File: src/rtl/dco_pkg.sv
// Shared constants for the DCO measurement path: FSM encodings, default sizing
// and the DCO period table used to derive expected edge counts.
package dco_pkg;

   localparam int unsigned DEF_GATE_CYCLES = 256;
   localparam int unsigned DEF_CNT_W       = 8;

   localparam logic [1:0] ST_IDLE    = 2'd0;
   localparam logic [1:0] ST_MEASURE = 2'd1;
   localparam logic [1:0] ST_DONE    = 2'd2;

   // DCO output period in clk cycles for characterised control codes
   localparam int unsigned DCO_PERIOD_CODE_01 = 8;
   localparam int unsigned DCO_PERIOD_CODE_80 = 22;

   function automatic int unsigned expected_count(input int unsigned period,
                                                  input int unsigned gate);
      return gate / period;
   endfunction

endpackage

File: src/rtl/dco_sync_edge.sv
// Two-flop synchroniser for an asynchronous one-bit input plus a history flop;
// emits a single-cycle pulse for each synchronised rising edge.
module dco_sync_edge (
   input  logic clk,
   input  logic rst_n,
   input  logic din,
   output logic rise
);

   logic s1;
   logic s2;
   logic s3;

   always_ff @(posedge clk or negedge rst_n) begin
      if (!rst_n) begin
         s1 <= 1'b0;
         s2 <= 1'b0;
         s3 <= 1'b0;
      end else begin
         s1 <= din;
         s2 <= s1;
         s3 <= s2;
      end
   end

   assign rise = s2 & ~s3;

endmodule

File: src/rtl/dco_freq_meter.sv
// DCO frequency meter: counts synchronised dco_in rising edges over GATE_CYCLES
// clk cycles. Define DCO_FREQ_METER_CONTINUOUS_EN for back-to-back windows.
module dco_freq_meter
   import dco_pkg::*;
#(
   parameter int unsigned GATE_CYCLES = DEF_GATE_CYCLES,
   parameter int unsigned CNT_W       = DEF_CNT_W
) (
   input  logic             clk,
   input  logic             rst_n,
   input  logic             dco_in,
   input  logic             start,
   output logic [CNT_W-1:0] count_out,
   output logic             count_valid,
   input  logic             count_ready,
   output logic             overflow,
   output logic             busy
);

   localparam int unsigned      GATE_W    = $clog2(GATE_CYCLES);
   localparam logic [GATE_W-1:0] GATE_LOAD = GATE_W'(GATE_CYCLES - 1);
   localparam logic [CNT_W-1:0]  CNT_MAX   = '1;

   logic [1:0]        state;
   logic [GATE_W-1:0] gate_cnt;
   logic [CNT_W-1:0]  edge_cnt;
   logic [CNT_W-1:0]  edge_next;
   logic              sat;
   logic              sat_next;
   logic              rise;

   dco_sync_edge u_sync (
      .clk   (clk),
      .rst_n (rst_n),
      .din   (dco_in),
      .rise  (rise)
   );

   // next count folds in the current cycle's rise so the last gate cycle is counted
   always_comb begin
      edge_next = edge_cnt;
      sat_next  = sat;
      if (rise) begin
         if (edge_cnt == CNT_MAX) begin
            sat_next = 1'b1;
         end else begin
            edge_next = edge_cnt + CNT_W'(1);
         end
      end
   end

`ifdef DCO_FREQ_METER_CONTINUOUS_EN
   logic unused_handshake;
   assign unused_handshake = start ^ count_ready;

   always_ff @(posedge clk or negedge rst_n) begin
      if (!rst_n) begin
         state       <= ST_MEASURE;
         gate_cnt    <= GATE_LOAD;
         edge_cnt    <= '0;
         sat         <= 1'b0;
         count_out   <= '0;
         count_valid <= 1'b0;
         overflow    <= 1'b0;
         busy        <= 1'b0;
      end else begin
         state       <= ST_MEASURE;
         busy        <= (state == ST_MEASURE);
         count_valid <= 1'b0;
         if (gate_cnt == '0) begin
            count_out   <= edge_next;
            overflow    <= sat_next;
            count_valid <= 1'b1;
            gate_cnt    <= GATE_LOAD;
            edge_cnt    <= '0;
            sat         <= 1'b0;
         end else begin
            gate_cnt <= gate_cnt - GATE_W'(1);
            edge_cnt <= edge_next;
            sat      <= sat_next;
         end
      end
   end
`else
   always_ff @(posedge clk or negedge rst_n) begin
      if (!rst_n) begin
         state       <= ST_IDLE;
         gate_cnt    <= '0;
         edge_cnt    <= '0;
         sat         <= 1'b0;
         count_out   <= '0;
         count_valid <= 1'b0;
         overflow    <= 1'b0;
         busy        <= 1'b0;
      end else begin
         case (state)
            ST_IDLE: begin
               if (start) begin
                  state    <= ST_MEASURE;
                  busy     <= 1'b1;
                  gate_cnt <= GATE_LOAD;
                  edge_cnt <= '0;
                  sat      <= 1'b0;
               end
            end
            ST_MEASURE: begin
               if (gate_cnt == '0) begin
                  state       <= ST_DONE;
                  busy        <= 1'b0;
                  count_out   <= edge_next;
                  overflow    <= sat_next;
                  count_valid <= 1'b1;
               end else begin
                  gate_cnt <= gate_cnt - GATE_W'(1);
                  edge_cnt <= edge_next;
                  sat      <= sat_next;
               end
            end
            ST_DONE: begin
               if (count_ready) begin
                  count_valid <= 1'b0;
                  state       <= ST_IDLE;
               end
            end
            default: begin
               state       <= ST_IDLE;
               busy        <= 1'b0;
               count_valid <= 1'b0;
            end
         endcase
      end
   end
`endif

endmodule
File: config.mk
export PLATFORM = sky130hd
export DESIGN_NAME = dco_freq_meter
export DESIGN_NICKNAME = d
export VERILOG_FILES = /design/src/rtl/dco_pkg.sv /design/src/rtl/dco_sync_edge.sv /design/src/rtl/dco_freq_meter.sv
export SDC_FILE = /design/constraint.sdc
export NUM_CORES = 1
export LEC_CHECK = 0
export CORE_MARGIN = 2
export CORE_UTILIZATION = 29
export DETAILED_ROUTE_END_ITERATION = 7
export PLACE_DENSITY = 0.54
export SLEW_MARGIN = 15
export SYNTH_ARGS = -nofsm -noshare
export SYNTH_HDL_FRONTEND = slang
export SYNTH_SLANG_ARGS = --single-unit
File: constraint.sdc
create_clock -name clk -period 3.85 [get_ports clk]
set_clock_uncertainty 0.15 [all_clocks]
set_input_delay 0.77 -clock clk [delete_from_list [all_inputs] [get_ports clk]]
set_output_delay 0.77 -clock clk [all_outputs]
set_load 0.02 [all_outputs]
==> flow_summary.toml <==
[setup_path]
endpoint_kind = "register"
critPathMaxStageDelay_ps = 490
crit_fanout = 14
cp-start-kind = "register"
worstPathRequired_ps = 3860
critPathTopFamily = "simple AND/OR/NAND/NOR gates"
path_buf_inv = 1
worst_ep_arrival_time_ps = 2250
cp_slowest_cell = "nand3_1"
cp_cell_sequence = "inv_1 > ha_1 > nor4bb_1 > nand3_1 > nor3_1 > nor2_1"
crit_type = "register to register"

[layout]
fillers = 576
antenna_cells = 0
drive_gt1_frac = 0.0973
fin_area_um2 = 1990
syn_to_final_growth_pct = 21.6
fin_nets = 192

[routing]
wl_per_cell_um = 13.8
dr_total_vias = 1252
drt-vias-per-instance = 4.87
routed_wirelength_um = 3560
dr.pass1.iters = 4
drtIter0Drc = 42
ant_nets = 0
drc = 0

[floorplan]
dieArea_um2 = 6260
io_pins = 16
die_y_um = 79.1
initial_core_util = 0.299
row_count = 27
die_w_um = 79.1
core_area_um2 = 5470

[placement]
hpwl_um = 2430
place_ws_ps = 1620
numPortBuffers = 15
place_area_um2 = 1870
gp_congestion = 0.742

[sta]
rsz0062_at_grt = "false"
setup_slack_ps = 1610
finalCritPeriodShare = 0.582
max_freq_mhz = 446
hold_viol = 0
maxSlewViolCount = 0
setup_viol = 0
max_slew_margin = 0.618
worst_pin_slew_ps = 567
min_period_ps = 2240
setup_tns_ps = 0

[yosys]
ys_types = 44
synth_nets = 172
yosys_warnings = 0
synth_area_leaders = "dfrtp_1 50%, nand2_1 3.9%, mux2i_1 3.7%, nor3_1 3.7%, o21ai_0 3.7%"
yosysTopAreaCell = "dfrtp_1"
synth_edf_count = 0
syn-cell-area_um2 = 1640
syn_area_per_cell_um2 = 9.98
synth_ff_type = "dfrtp_1"
yosysTopAreaCellShare = 0.505
yosys-top-cells-count = "33 x dfrtp_1, 17 x nand2_1, 13 x nor2_1"
ys_seq_area_frac = 0.505
synth_most_common_cell = "dfrtp_1"
ys_seq_elements = 33
async_flop_share = 1.00
syn_inst = 164

[global_route]
grt_overflow_total = 0
grt_pass1_vias = 1228
grt_usage = 0.126
grt_max_degree = 34
antenna_found_initial = 0
grt_pass1_wl_um = 6120

[clock_tree]
numCtsBuffers = 5
htree_levels = 2
path_clk_slew_ps = 70
clock_sinks = 33
insertion_delay_ps = 280
cts_setup_buffers = 0
root_buffer = "clkbuf_8"
clockBufferDepth = 2
cts.repair.resized = 0
postCtsHoldBufs = 0
tritoncts = "done"

[power_and_ir_drop]
leakagePower_uw = 0.000782
ir_drop_v = 0.000186
p_per_area_nw_per_um2 = 529

[min_path]
min_path_type = "register to register"

[run]
drv_cap = 0

[run_status]
outcome = "completed"
==> cell type report <==
cell class / count / area [um2] / area share
Timing Repair Buffer: 17 / 165 / 0.0830
Sequential cell: 33 / 826 / 0.415
Clock inverter: 2 / 37.5 / 0.0189
Inverter: 5 / 18.8 / 0.00943
Multi-Input combinational cell: 122 / 769 / 0.387
Clock buffer: 6 / 82.6 / 0.0415
Tap cell: 72 / 90.1 / 0.0453
==> metrics by stage <==
| stage | total power, uW | hold WS [ps] | utilization | std cells |
|---|---|---|---|---|
| floorplan | 642 | 181 | - | 164 |
| global placement | 713 | 187 | 0.342 | 249 |
| detailed placement | 719 | 188 | 0.342 | 249 |
| CTS | 1070 | 206 | 0.364 | 257 |
| global route | 1130 | 209 | 0.364 | 257 |
| finish | 1050 | 205 | 0.364 | 257 |
==> sequential cells by signal (all words and copies together), names as in the netlist, 2 cells and up <==
signal	count
count_out	8
edge_cnt	8
gate_cnt	8
state	2
==> worst paths after layout <==
path	depth (start not counted)	slack (ps)	endpoint	from
hold reg to reg	0	200	u_sync.s2$_DFF_PN0_	u_sync.s1$_DFF_PN0_
setup / recovery	6	1610	overflow$_DFFE_PN0P_	gate_cnt[0]$_DFFE_PN0P_
min in group asynchronous	2	750	gate_cnt[6]$_DFFE_PN0P_	rst_n
max in group asynchronous	2	2490	overflow$_DFFE_PN0P_	rst_n
setup reg to reg	6	1610	overflow$_DFFE_PN0P_	gate_cnt[0]$_DFFE_PN0P_
hold / removal	0	200	u_sync.s2$_DFF_PN0_	u_sync.s1$_DFF_PN0_
==> placed cells by master, fill, tap and decap left out, drive strengths merged, types with 6 or more instances in the layout <==
cell type / instances
a21oi: 6
nand2: 17
clkdlybuf4s50: 15
mux2i: 6
o21ai: 13
nor2: 13
nor3: 12
dfrtp: 33
clkbuf: 6
==> cell families after synthesis <==
family | Yosys count | share of synthesized area
AO/OA/AOI/OAI | 36 | 0.150
adder cells (fa/ha/maj) | 3 | 0.0229
multiplexers | 6 | 0.0367
AND/OR/NAND/NOR | 71 | 0.229
flip-flops | 33 | 0.505
XOR/XNOR | 6 | 0.0321
buffers and inverters | 9 | 0.0252
==> power breakdown <==
group          switching [uW]  total (uW)  leakage [uW]  internal (uW)
logic                     112         213      0.000316            101
registers                85.7         498      0.000409            413
clock network             131         341     0.0000574            210
==> layer usage <==
metal / GRT usage / vias up / routed length, um
met2: 0.192 / 14 / 1600
met1: 0.178 / 604 / 1840
met5: 0 / - / 0
met4: 0.0310 / 0 / 15
met3: 0.0341 / 2 / 104
li1: - / 632 / -
(Power assumes the default switching activity.)
